[config.mk]
export PLATFORM = sky130hd
export DESIGN_NAME = down_counter_timer
export DESIGN_NICKNAME = d
export VERILOG_FILES = /design/src/rtl/down_counter_timer_pkg.sv /design/src/rtl/down_counter_timer_dec.sv /design/src/rtl/down_counter_timer.sv
export SDC_FILE = /design/constraint.sdc
export NUM_CORES = 1
export LEC_CHECK = 0
export ABC_AREA = 1
export BUFFER_PORTS_ARGS = -buffer_cell sky130_fd_sc_hd__buf_2
export CORE_MARGIN = 1
export CORE_UTILIZATION = 47
export DETAILED_ROUTE_END_ITERATION = 8
export HOLD_SLACK_MARGIN = 0.1
export PLACE_DENSITY = 0.73
export SYNTH_ARGS = -nofsm -noshare
export SYNTH_HDL_FRONTEND = slang
export SYNTH_HIERARCHICAL = 1
export SYNTH_SLANG_ARGS = --single-unit
export TNS_END_PERCENT = 50
[constraint.sdc]
create_clock -name clk -period 1.3 [get_ports clk]
set_input_delay 0 -clock clk [delete_from_list [all_inputs] [get_ports clk]]
set_output_delay 0 -clock clk [all_outputs]
set_load 0.05 [all_outputs]
[src/rtl/down_counter_timer_pkg.sv]
// Shared definitions for the down-counter/timer: state encoding, state width
// and small decode helpers used by the top level.
package down_counter_timer_pkg;

    localparam int STATE_W = 2;

    localparam logic [STATE_W-1:0] ST_IDLE    = 2'd0;
    localparam logic [STATE_W-1:0] ST_RUN     = 2'd1;
    localparam logic [STATE_W-1:0] ST_HOLD    = 2'd2;
    localparam logic [STATE_W-1:0] ST_EXPIRED = 2'd3;

    // busy is asserted only while counting.
    function automatic logic state_is_busy(input logic [STATE_W-1:0] st);
        return (st == ST_RUN) ? 1'b1 : 1'b0;
    endfunction

    // expired is asserted only in the terminal state.
    function automatic logic state_is_expired(input logic [STATE_W-1:0] st);
        return (st == ST_EXPIRED) ? 1'b1 : 1'b0;
    endfunction

endpackage

[src/rtl/down_counter_timer_dec.sv]
// Combinational decrementer: cnt_dec = cnt_in - 1. The caller guarantees it
// is only used when cnt_in > 1, so the wrap at zero never reaches state.
module down_counter_timer_dec #(
    parameter int WIDTH = 4
) (
    input  logic [WIDTH-1:0] cnt_in,
    output logic [WIDTH-1:0] cnt_dec
);

    localparam logic [WIDTH-1:0] ONE_C = WIDTH'(1);

    // Subtract one from the current count.
    always_comb begin
        cnt_dec = cnt_in - ONE_C;
    end

endmodule

[src/rtl/down_counter_timer.sv]
// Loadable down-counter/timer. Counts a loaded value down to zero on qualified
// ticks, pulses tc for one cycle at terminal count, then stops (EXPIRED) or
// reloads from reload_r. Commands are strictly prioritised each edge:
// load > stop > start > tick_en; a lower command is ignored whenever a
// higher one is asserted, even if the higher one has no effect in the
// current state.
module down_counter_timer
    import down_counter_timer_pkg::*;
#(
    parameter int WIDTH = 4
) (
    input  logic             clk,
    input  logic             rst_n,
    input  logic             load,
    input  logic [WIDTH-1:0] load_val,
    input  logic             start,
    input  logic             stop,
    input  logic             auto_reload,
    input  logic             tick_en,
    output logic [WIDTH-1:0] cnt_out,
    output logic             busy,
    output logic             expired,
    output logic             tc
);

    localparam logic [WIDTH-1:0] ZERO_C = '0;
    localparam logic [WIDTH-1:0] ONE_C  = WIDTH'(1);

    logic [STATE_W-1:0] state_r;
    logic [STATE_W-1:0] state_nxt_s;
    logic [WIDTH-1:0]   cnt_r;
    logic [WIDTH-1:0]   cnt_nxt_s;
    logic [WIDTH-1:0]   cnt_dec_s;
    logic [WIDTH-1:0]   reload_r;
    logic [WIDTH-1:0]   reload_nxt_s;
    logic               tc_r;
    logic               tc_nxt_s;
    logic               busy_r;
    logic               expired_r;

    down_counter_timer_dec #(
        .WIDTH (WIDTH)
    ) u_dec (
        .cnt_in  (cnt_r),
        .cnt_dec (cnt_dec_s)
    );

    // Next-state, next-count and terminal-count decision for this edge.
    always_comb begin
        state_nxt_s  = state_r;
        cnt_nxt_s    = cnt_r;
        reload_nxt_s = reload_r;
        tc_nxt_s     = 1'b0;

        if (load) begin
            cnt_nxt_s    = load_val;
            reload_nxt_s = load_val;
            state_nxt_s  = ST_IDLE;
        end else if (stop) begin
            if (state_r == ST_RUN) begin
                state_nxt_s = ST_HOLD;
            end else begin
                state_nxt_s = state_r;
            end
        end else if (start) begin
            case (state_r)
                ST_IDLE, ST_HOLD: begin
                    if (cnt_r != ZERO_C) begin
                        state_nxt_s = ST_RUN;
                    end else begin
                        state_nxt_s = ST_EXPIRED;
                        tc_nxt_s    = 1'b1;
                    end
                end
                ST_EXPIRED: begin
                    if (reload_r != ZERO_C) begin
                        cnt_nxt_s   = reload_r;
                        state_nxt_s = ST_RUN;
                    end else begin
                        tc_nxt_s    = 1'b1;
                    end
                end
                ST_RUN: begin
                    state_nxt_s = ST_RUN;
                end
                default: begin
                    state_nxt_s = ST_IDLE;
                end
            endcase
        end else if (tick_en && (state_r == ST_RUN)) begin
            if (cnt_r > ONE_C) begin
                cnt_nxt_s = cnt_dec_s;
            end else if (cnt_r == ONE_C) begin
                tc_nxt_s = 1'b1;
                if (auto_reload) begin
                    cnt_nxt_s = reload_r;
                end else begin
                    cnt_nxt_s   = ZERO_C;
                    state_nxt_s = ST_EXPIRED;
                end
            end else begin
                // Zero while running is unreachable; park safely in EXPIRED.
                state_nxt_s = ST_EXPIRED;
            end
        end else begin
            state_nxt_s = state_r;
        end
    end

    // State, count, reload and registered status outputs.
    always_ff @(posedge clk or negedge rst_n) begin
        if (!rst_n) begin
            state_r   <= ST_IDLE;
            cnt_r     <= ZERO_C;
            reload_r  <= ZERO_C;
            tc_r      <= 1'b0;
            busy_r    <= 1'b0;
            expired_r <= 1'b0;
        end else begin
            state_r   <= state_nxt_s;
            cnt_r     <= cnt_nxt_s;
            reload_r  <= reload_nxt_s;
            tc_r      <= tc_nxt_s;
            busy_r    <= state_is_busy(state_nxt_s);
            expired_r <= state_is_expired(state_nxt_s);
        end
    end

    assign cnt_out = cnt_r;
    assign busy    = busy_r;
    assign expired = expired_r;
    assign tc      = tc_r;

endmodule

After elaboration in Yosys (flattened, before gate mapping) --
Index checks and enable logic that the tools add are counted.
Word-level totals: memories 0, output and inout port bits 7, logic and storage cells 56, bits in read-only memories 0, bits in latches 0, bits in registers 13, input port bits 11, RAM bits 0
Cells by class: reduce and logical (&&, ||, !) cells 8, bitwise logic cells 0, add/subtract/negate cells 1, mux-type cells 31, order comparisons 1, shift operators 0, eq/ne operators 9, $mul 0, divide/modulo/power cells 0
Operators by type and width (number):
- $mux W4 | 9
- $mux W2 | 10
- $reduce_bool A4 Y1 | 3
- $mux W1 | 10
- $eq A2 B2 Y1 const B | 3
- $ne A3 B2 Y1 const B | 2
- $pmux W2 S3 | 1
- $reduce_and A5 Y1 | 1
- $eq A2 B1 Y1 const B | 2
- $eq A4 B1 Y1 const B | 1
- $gt A4 B1 Y1 const B | 1
- $sub A4 B1 Y4 const B | 1
- $reduce_bool A3 Y1 | 1
- $logic_not A2 Y1 | 1
- $ne A2 B2 Y1 const B | 1
- $pmux W1 S2 | 1
- $reduce_or A2 Y1 | 1
- $logic_and A1 B1 Y1 | 1

Longest topological paths before layout --
Gate-level depths: netlist of run 1.
word-level depth 9, mapped depth 10, mapped depth without buffers 10

Modules after synthesis --
Netlist of run 1, hierarchy kept.
By module, submodules not included:
- down_counter_timer | cells an instance 113, times used 1, area an instance 797.0 µm², seq. area each 325.3 µm²
- down_counter_timer_dec | cells an instance 11, times used 1, area an instance 58.8 µm², seq. area each 0.0 µm²

Worst setup path before layout of run 1 --
No wires, ideal clock.
path type flip-flop to flip-flop, start reg cnt_r[0], in the netlist cnt_out[0], end reg cnt_r[2], in the netlist cnt_out[2], slack -0.357 ns, library setup time 0.067 ns, data required time 1.233 ns, clock period less this slack 1.657 ns, arrival 1.591 ns, cell stages (with the launch flop) 10, buffers on the path 0, cells stage by stage dfrtp_1 > inv_1 > ha_1 > xor2_1 > inv_1 > nand2_1 > nand2_1 > o21ai_0 > nand3_1 > nand2_1
Between the ends: cells in the longest elaborated chain, start to end 6, elaborated cells between the ends (all ways) 10, classes of those cells add/sub (1); order compare (1); eq/ne (1); mux (5); reduce/logical (2)
Ends and longest elaborated chain:
- from (decl) | line down_counter_timer.sv:31 | logic [WIDTH-1:0] cnt_r;
- from (signal assigned) | line down_counter_timer.sv:121 | cnt_r <= cnt_nxt_s;
- $sub A4 B1 Y4 | line down_counter_timer_dec.sv:14 | cnt_dec = cnt_in - ONE_C;
- named net cnt_dec_s[2] | line down_counter_timer.sv:33 | logic [WIDTH-1:0] cnt_dec_s;
- $mux W4 | line down_counter_timer.sv:91 | if (cnt_r > ONE_C) begin
- $mux W4 | line down_counter_timer.sv:90 | end else if (tick_en && (state_r == ST_RUN)) begin
- $mux W4 | line down_counter_timer.sv:65 | end else if (start) begin
- $mux W4 | line down_counter_timer.sv:59 | end else if (stop) begin
- $mux W4 | line down_counter_timer.sv:55 | if (load) begin
The timed path passes the listed nets, and every way through them passes these cells. The select of a mux whose other input is x is not followed. A chain may end at the register's enable or synchronous reset.

Worst setup path after layout of run 1 --
start reg cnt_r[1], in the netlist cnt_out[1], end reg cnt_r[2], in the netlist cnt_out[2]
The elaborated chain is that of the path after synthesis.

==> out/summary.txt, run 1 <==
CTS Buf Count: 3
worst-margin pin slew: 0.308 ns
drt pass-1 iters: 4
mapped cell area: 856 um^2
Max Slew Vio Count: 0
Leak: 0.613 nW
Crit path max-delay family: flip-flops
Initial Utilization: 50.1%
final worst slack: -0.0170 ns
Tot GR Track Use: 23.1%
PortBufs: 17
Routed WL per cell: 11.0 um
Synth area leaders: dfrtp_1 38%, nand2_1 20%, nand3_1 7.0%
Die Wd: 44.7 um
clock skew: 0.00914 ns
Synth Warn #: 6
Hold Crit Depth: 3
Worst Path Arrival: 1.55 ns
Ports: 18
XOR/XNOR Fraction of Synth Area: 1.02%
Yosys cell types: 22
die height: 44.7 um
Slew headroom: 79.5%
core area: 0.00171 mm^2
Adder-Cell Fraction of Synth Area: 1.46%
Reg clk slew, reported paths: 0.09 ns
area of the multi-input gates: 479 um^2
mux cell area share after synthesis: 0%
final cell count without fillers: 180
Synth Area in Compound Gates: 8.19%
CTS root buffer: clkbuf_4
Post-Synthesis Cells: 124
end of the worst register-to-register path: cnt_out[2]$_DFFE_PN0P_
sequential fraction of the synthesis area: 38.0%
R2R depth: 9
IR drop worst, VDD: 0.949 mV
worst-path cell chain: inv_2, ha_4, xor2_1, inv_1, nand2_1, nand2_1, o21ai_2, nand3_1, nand2_1
Mapped Avg Cell Area: 6.90 um^2
CP Class: register to register
Power Density: 1450 mW/mm^2
commonest non-fill, non-tap cell in the layout: nand2_1
CP endpoint kind: register
vias: 855
full die area: 0.00200 mm^2
area leader, netlist: dfrtp_1
largest net degree at the start of global routing: 14
Buf/Inv on CP: 2
post-synth top area share: 38.0%
Final Power: 0.00163 W
post-synthesis simple-gate area fraction: 42.5%
area growth from synthesis to layout: 31.3%
commonest non-fill, non-tap cells in the layout: 46 x nand2_1, 17 x buf_2, 12 x nand3_1
hold path startpoint: load
Max Freq: 759 MHz
routability cong.: 0.849
period utilisation layout: 101%
CP most frequent cell: nand2_1
crit-path max cell delay: 0.46 ns
drt total wl: 1970 um
crit-path max FO: 6
FF+latch area: 330 um^2
GRT Residual Overflow: 0
setup TNS: -0.0170 ns
Worst-Skew Late Latency: 0.29 ns
max-cap violations: 0
first-pass GRT wire length: 3290 um
Final Hold Fails: 0
RSZ-0062 raised after global routing: true
vias per cell: 4.75
Routed Antenna Nets: 0
Antenna diodes: 0
Hold Crit Endpoint: reload_r[0]$_DFFE_PN0P_
CP max stage cell: dfrtp_2
vias in the first global route: 759
H-tree Lvls: 1
Placed Cells: 165
final net count: 168
initial antenna violation count: 0
largest family of logic cells by synthesized area: simple AND/OR/NAND/NOR gates
Synth Net Count: 136
HP Class: primary input to register
detailed placer's ending HPWL: 1390 um
final setup fails: 1
status: finished, violations left
fraction of layout cells with a size suffix above 1: 30.3%
synthesized flop and latch total: 13
Clock Path Buffers: 2
worst r2r src: cnt_out[1]$_DFFE_PN0P_
CTS tree: built
R2R setup slack: -0.02 ns
Filler cells: 158
# DRC: 0
failing checks: negative setup slack
fin crit period: 1.32 ns
Critical Path RT: 1.53 ns
Site Rows: 15
CTS Sinks: 13
Detailed Route Iter0 Violations: 33
Critical Path Start Type: register
==> synthesized netlist by cell type <==
cell type and instances:
nand2_2 3, nand3_2 1, o21bai_1 1, ha_1 1
dfrtp_1 13, xor2_1 1, o21ai_2 1, buf_6 1
nand2_1 46, a21oi_2 1, nand2_4 1, o21ai_1 1
or3_4 1, nand3_1 12, inv_2 4, nor2_4 2
o21ai_0 3, nor2_2 3, a21oi_1 5, nor3_1 1
inv_1 13, nor2_1 9
==> flip-flops by register name (all words and copies together) (netlist names) <==
name and cells:
tc 1, busy 1, expired 1, state_r 2, reload_r 4, cnt_out 4
==> routing by layer <==
layer  share of wire [%]  vias up  wire length (um)  GRT usage, %
li1                    -      448                 -             -
met1                  47      387               928          30.9
met2                  48       18               937          36.2
met3                 4.1        2                80          5.31
met4                 1.4        0                27          9.09
met5                   0        -                 0             0
==> power by group <==
part           internal [W]  switching (W)
Clock              0.000119       0.000145
Combinational      0.000280       0.000536
Sequential         0.000469      0.0000802
Total              0.000868       0.000761
==> metrics by stage <==
step,setup slack (ns),cell area [um^2],hold slack [ns],util (%)
after floorplan,-0.0619,873,-0.296,-
after global placement,0.0577,978,-0.0918,57.3
after detailed placement,-0.0365,978,-0.0898,57.3
after CTS,-0.0304,1110,0.101,65.1
after global routing,-0.135,1120,0.117,65.8
final,-0.0170,1120,0.0953,65.8
==> layout make-up <==
| class | count | area share [%] |
|---|---|---|
| repair buffers | 28 | 17.1 |
| inverters | 17 | 5.68 |
| well taps | 25 | 2.78 |
| multi-input cells | 93 | 42.7 |
| flip-flops and latches | 13 | 29.4 |
| clock buffers | 4 | 2.34 |
==> worst max path at each step <==
| stage | slack [ns] | cells after the start | startpoint | endpoint |
|---|---|---|---|---|
| after floorplan | -0.06 | 9 | cnt_out[0]$_DFFE_PN0P_ | cnt_out[2]$_DFFE_PN0P_ |
| after global placement | 0.06 | 7 | cnt_out[3]$_DFFE_PN0P_ | cnt_out[0]$_DFFE_PN0P_ |
| after detailed placement | -0.04 | 9 | cnt_out[0]$_DFFE_PN0P_ | cnt_out[2]$_DFFE_PN0P_ |
| after CTS | -0.03 | 9 | cnt_out[1]$_DFFE_PN0P_ | cnt_out[2]$_DFFE_PN0P_ |
| after global routing | -0.13 | 9 | cnt_out[1]$_DFFE_PN0P_ | cnt_out[2]$_DFFE_PN0P_ |
| final | -0.02 | 9 | cnt_out[1]$_DFFE_PN0P_ | cnt_out[2]$_DFFE_PN0P_ |
==> worst register-to-register path, stage by stage, from the launching register on <==
cell	delay (ns)
dfrtp_2	0.46
inv_2	0.09
ha_4	0.13
xor2_1	0.15
inv_1	0.06
nand2_1	0.06
nand2_1	0.06
o21ai_2	0.13
nand3_1	0.08
nand2_1	0.06
==> cell families after synthesis <==
kind of cell             after synthesis
AO/OA/AOI/OAI                         12
adder cells (fa/ha/maj)                1
buffers and inverters                 18
flip-flops                            13
AND/OR/NAND/NOR                       79
XOR/XNOR                               1
==> repair_timing <==
item,in CTS,in global routing
gates resized for setup,0,4
buffers inserted,1,0
endpoints found under the setup margin,1,7
pin swaps,1,0
cloned,0,0
hold buffers,10,0
endpoints found under the hold margin,19,0
No activity file was read; power rests on OpenSTA's default activity.
==> run 2, diff against run 1 <==
--- a/constraint.sdc
+++ b/constraint.sdc
@@ -3,2 +3,2 @@
 set_output_delay 0 -clock clk [all_outputs]
-set_load 0.05 [all_outputs]
+set_load 0.02 [all_outputs]
==> run 2 against run 1 <==
The flow now finishes without violations. Sequential power fell by 1%. Flip-flop and latch count did not move. Die area did not move. Critical path type unchanged. Largest cell class unchanged. Highest routed layer unchanged.
==> out/summary.txt, run 2 (synthesized netlist as in run 1, its figures left out) <==
CTS Sinks: 13
drt pass-1 iters: 4
Reg clk slew, reported paths: 0.08 ns
Clock Path Buffers: 2
die height: 44.7 um
GRT Residual Overflow: 0
area post-placement: 986 um^2
largest net degree at the start of global routing: 14
Finished Cell Area: 0.00116 mm^2
Pint: 0.000901 W
Max Slew Vio Count: 0
Site Rows: 15
CTS root buffer: clkbuf_4
area growth from synthesis to layout: 35.5%
Placed Cells: 168
switching pwr: 0.000656 W
final setup fails: 0
period utilisation layout: 97.7%
Ports: 18
Antenna diodes: 0
fin crit period: 1.27 ns
WHS: 0.136 ns
CP Class: register to register
core area: 0.00171 mm^2
CP Capture Point: cnt_out[2]$_DFFE_PN0P_
Initial Utilization: 50.1%
max-cap violations: 0
fraction of layout cells with a size suffix above 1: 31.4%
clock skew: 0.00254 ns
status: finished clean
R2R setup slack: 0.03 ns
Finished Core Util: 67.9%
Critical Path Start: cnt_out[1]$_DFFE_PN0P_
detailed placer's ending HPWL: 1430 um
Max Freq: 787 MHz
H-tree Lvls: 1
Tot GR Track Use: 22.7%
# DRC: 0
PortBufs: 17
vias in the first global route: 763
end of the worst register-to-register path: cnt_out[2]$_DFFE_PN0P_
first-pass GRT wire length: 3250 um
HP Class: primary input to async pin
setup TNS: 0 ns
vias per cell: 4.91
switching share of total power: 42.1%
Slew headroom: 79.9%
Leak: 0.635 nW
worst r2r src: cnt_out[1]$_DFFE_PN0P_
sequential share of power: 34.8%
Die Wd: 44.7 um
Critical Path Start Type: register
Worst Path Arrival: 1.49 ns
IR drop worst, VDD: 0.945 mV
Clock Power Share: 16.3%
final net count: 172
routability cong.: 0.891
commonest non-fill, non-tap cells in the layout: 45 x nand2_1, 17 x buf_2, 11 x inv_1, 11 x nand3_1, 11 x dlygate4sd3_1
CTS Buf Count: 3
Routed WL per cell: 11.1 um
CP endpoint kind: register
Detailed Route Iter0 Violations: 33
Critical Path RT: 1.52 ns
vias: 904
Worst-Skew Late Latency: 0.27 ns
crit-path max FO: 6
Routed Antenna Nets: 0
RSZ-0062 raised after global routing: true
worst-margin pin slew: 0.302 ns
metal3 WL: 80 um
top routing layer in use: met4
commonest non-fill, non-tap cell in the layout: nand2_1
Final Hold Fails: 0
met2 WL: 1070 um
R2R depth: 9
met1 WL: 875 um
initial antenna violation count: 0
final cell count without fillers: 184
full die area: 0.00200 mm^2
CTS tree: built
Power Density: 1340 mW/mm^2
drt total wl: 2050 um
combinational share of power: 48.9%
-- run 2: cell types whose count changed in the layout (fill, tap and decap cells not counted), sizes merged --
cell and change:
dlygate4sd3 +1, buf +3
-- run 2: what timing repair did --
item | in CTS | in global routing
pin swaps | 0 | 9
endpoints found under the setup margin | 1 | 5
hold endpoints to repair | 20 | 0
setup buffers | 0 | 1
resized for setup | 0 | 10
hold buffers | 11 | 0
-- run 2: worst min-delay path by stage --
stage | to | slack, ns | from | depth (start not counted)
floorplan | busy$_DFF_PN0_ | -0.30 | rst_n | 0
global placement | cnt_out[3]$_DFFE_PN0P_ | -0.1 | rst_n | 1
detailed placement | cnt_out[3]$_DFFE_PN0P_ | -0.09 | rst_n | 1
CTS | cnt_out[2]$_DFFE_PN0P_ | 0.14 | rst_n | 2
global route | reload_r[3]$_DFFE_PN0P_ | 0.17 | rst_n | 2
finish | reload_r[3]$_DFFE_PN0P_ | 0.14 | rst_n | 2
-- run 2: metal layers --
metal,vias up,GRT usage [%]
met5,-,0
met4,0,7.27
met3,4,3.67
met2,27,35.6
met1,417,31.8
li1,456,-
-- run 2: cell type report --
type / count / area [um^2]
clock buffers: 4 / 26.3
flip-flops and latches: 13 / 329
fillers: 151 / 548
inverters: 17 / 63.8
well taps: 25 / 31.3
multi-input cells: 93 / 484
repair buffers: 32 / 225
-- run 2: power by group through the flow --
stage | clock network (W) | registers [W] | logic [W]
4_1_cts | 0.000264 | 0.000540 | 0.000692
6_report | 0.000255 | 0.000542 | 0.000761
2_1_floorplan | 0 | 0.000600 | 0.000407
3_5_place_dp | 0 | 0.000547 | 0.000659
5_1_grt | 0.000278 | 0.000552 | 0.000849
3_3_place_gp | 0 | 0.000543 | 0.000649
-- run 2: worst max-delay path, stage by stage, from the launching register on --
cell,delay [ns]
dfrtp_2,0.46
inv_2,0.08
ha_4,0.13
xor2_1,0.13
inv_1,0.05
nand2_1,0.05
nand2_1,0.04
o21ai_1,0.13
nand3_1,0.08
nand2_1,0.06
-- run 2: metrics by stage --
step	power [W]	setup WS, ns
after floorplan	0.00101	0.0154
after detailed placement	0.00121	0.0232
after global placement	0.00119	0.0221
after CTS	0.00150	-0.00325
final	0.00156	0.0299
after global routing	0.00168	-0.0842
==> run 3, diff against run 2 <==
- SETUP_SLACK_MARGIN: unset -> 0.3
==> run 3 against run 2 <==
Flip-flop and latch count did not move. Utilization fell by 1.5 points. The flow now finishes with violations (negative setup slack). Maximum frequency fell by 2.3%. Hold slack got worse by 0.037 ns. Largest cell class unchanged. Routed wire length fell by 1.6%. Via count fell by 4.3%.
==> out/summary.txt, run 3 (synthesized netlist as in run 1, its figures left out) <==
Initial Utilization: 50.1%
Detailed Route Iter0 Violations: 26
Max Freq: 769 MHz
switching share of total power: 42.9%
CTS root buffer: clkbuf_4
IR drop worst, VDD: 0.675 mV
fin crit period: 1.30 ns
Die Wd: 44.7 um
max-cap violations: 0
commonest non-fill, non-tap cells in the layout: 45 x nand2_1, 16 x buf_2, 12 x nand3_1
drt pass-1 iters: 4
Site Rows: 15
final cell count without fillers: 180
HP Class: primary input to register
status: finished, violations left
Critical Path Start Type: register
Routed WL per cell: 11.2 um
Worst Path Arrival: 1.52 ns
top routing layer in use: met4
full die area: 0.00200 mm^2
Worst-Skew Late Latency: 0.28 ns
H-tree Lvls: 1
first-pass GRT wire length: 3310 um
commonest non-fill, non-tap cell in the layout: nand2_1
DP Worst Slack: -0.0156 ns
die height: 44.7 um
Ports: 18
routability cong.: 0.877
# DRC: 0
vias per cell: 4.81
failing checks: negative setup slack
Routed Antenna Nets: 0
met2 WL: 1030 um
Reg clk slew, reported paths: 0.09 ns
WHS: 0.0983 ns
Filler cells: 167
CTS tree: built
detailed placer's ending HPWL: 1450 um
clock skew: 0.00497 ns
CP endpoint kind: register
final setup fails: 1
RSZ-0062 raised after global routing: true
vias: 865
crit-path max cell delay: 0.46 ns
Critical Path RT: 1.52 ns
worst-path cell chain: inv_2, ha_4, xor2_1, inv_1, nand2_1, nand2_1, o21ai_1, nand3_1, nand2_1
CP Class: register to register
Clock Power Share: 15.9%
metal3 WL: 62 um
Placed Cells: 167
Max Slew Vio Count: 0
vias in the first global route: 786
PortBufs: 17
core area: 0.00171 mm^2
CP most frequent cell: nand2_1
CP max stage cell: dfrtp_2
met1 WL: 915 um
Clock Path Buffers: 2
switching pwr: 0.000687 W
fraction of layout cells with a size suffix above 1: 35.5%
Power Density: 1410 mW/mm^2
largest net degree at the start of global routing: 14
CTS Sinks: 13
period utilisation layout: 100%
CTS Buf Count: 3
Leak: 0.616 nW
setup TNS: -0.000682 ns
Pint: 0.000913 W
initial antenna violation count: 0
area growth from synthesis to layout: 32.6%
GRT Residual Overflow: 0
final net count: 168
Tot GR Track Use: 23.3%
drt total wl: 2020 um
combinational share of power: 49.9%
Antenna diodes: 0
crit-path max FO: 6
final worst slack: -0.000682 ns
Slew headroom: 79.9%
worst-margin pin slew: 0.302 ns
sequential share of power: 34.2%
Final Hold Fails: 0
## run 3: cell count changes in the layout (fill, tap and decap cells not counted), sizes merged
cell	previous run	this run
clkbuf	4	3
clkinv	0	1
dlygate4sd3	11	7
## run 3: path summary, 6_finish.rpt
path	start	to	slack, ns	cells past startpoint
max in group asynchronous	rst_n	cnt_out[3]$_DFFE_PN0P_	0.91	2
min in group asynchronous	rst_n	cnt_out[0]$_DFFE_PN0P_	0.13	2
worst max register to register	cnt_out[1]$_DFFE_PN0P_	cnt_out[2]$_DFFE_PN0P_	-0.0007	9
worst max-delay path	cnt_out[1]$_DFFE_PN0P_	cnt_out[2]$_DFFE_PN0P_	-0.0007	9
worst min-delay path	load	reload_r[0]$_DFFE_PN0P_	0.1	3
worst min register to register	reload_r[3]$_DFFE_PN0P_	reload_r[3]$_DFFE_PN0P_	0.53	2
## run 3: what timing repair did
action                                  in CTS  in global routing
endpoints found under the setup margin      11                 11
resized for setup                           11                  2
pin swaps                                    9                  6
buffers inserted                             2                  0
hold buffers                                 7                  0
hold endpoints to repair                    19                  0
## run 3: per-stage QoR
step	utilization, %	instance area (um^2)	total power [W]
after floorplan	-	872	0.00103
after global placement	58.1	992	0.00121
after detailed placement	58.1	992	0.00123
after CTS	66.0	1130	0.00159
after global routing	66.4	1130	0.00173
final	66.4	1130	0.00160
## run 3: worst max-delay path: cells and delay by family, from the launching register on
| kind | cells | cell delay [ns] |
|---|---|---|
| AOI/OAI and AO/OA | 1 | 0.14 |
| xor gates and xnor gates | 1 | 0.13 |
| adders and majority gates | 1 | 0.13 |
| buffers and inverters | 2 | 0.14 |
| DFF | 1 | 0.46 |
| and+or+nand+nor | 4 | 0.24 |
## run 3: cell type report
cell class / instances / area [um^2] / area share [%]
clock buffer: 3 / 22.5 / 1.98
clock inverter: 1 / 5.00 / 0.441
inverter: 17 / 66.3 / 5.84
multi-input combinational: 93 / 485 / 42.8
sequential: 13 / 329 / 29.0
tap: 25 / 31.3 / 2.76
timing repair buffer: 28 / 195 / 17.2
## run 3: power groups by stage
stage	logic (W)	registers (W)	clock network, W
after detailed placement	0.000673	0.000553	0
after floorplan	0.000426	0.000604	0
after CTS	0.000778	0.000548	0.000259
final	0.000798	0.000548	0.000254
after global placement	0.000658	0.000550	0
after global routing	0.000887	0.000556	0.000286
## run 3: layer usage
metal,up-vias,global-route usage [%]
met5,-,0
met4,0,7.27
met3,2,6.12
met2,18,39.7
met1,394,28.8
li1,451,-
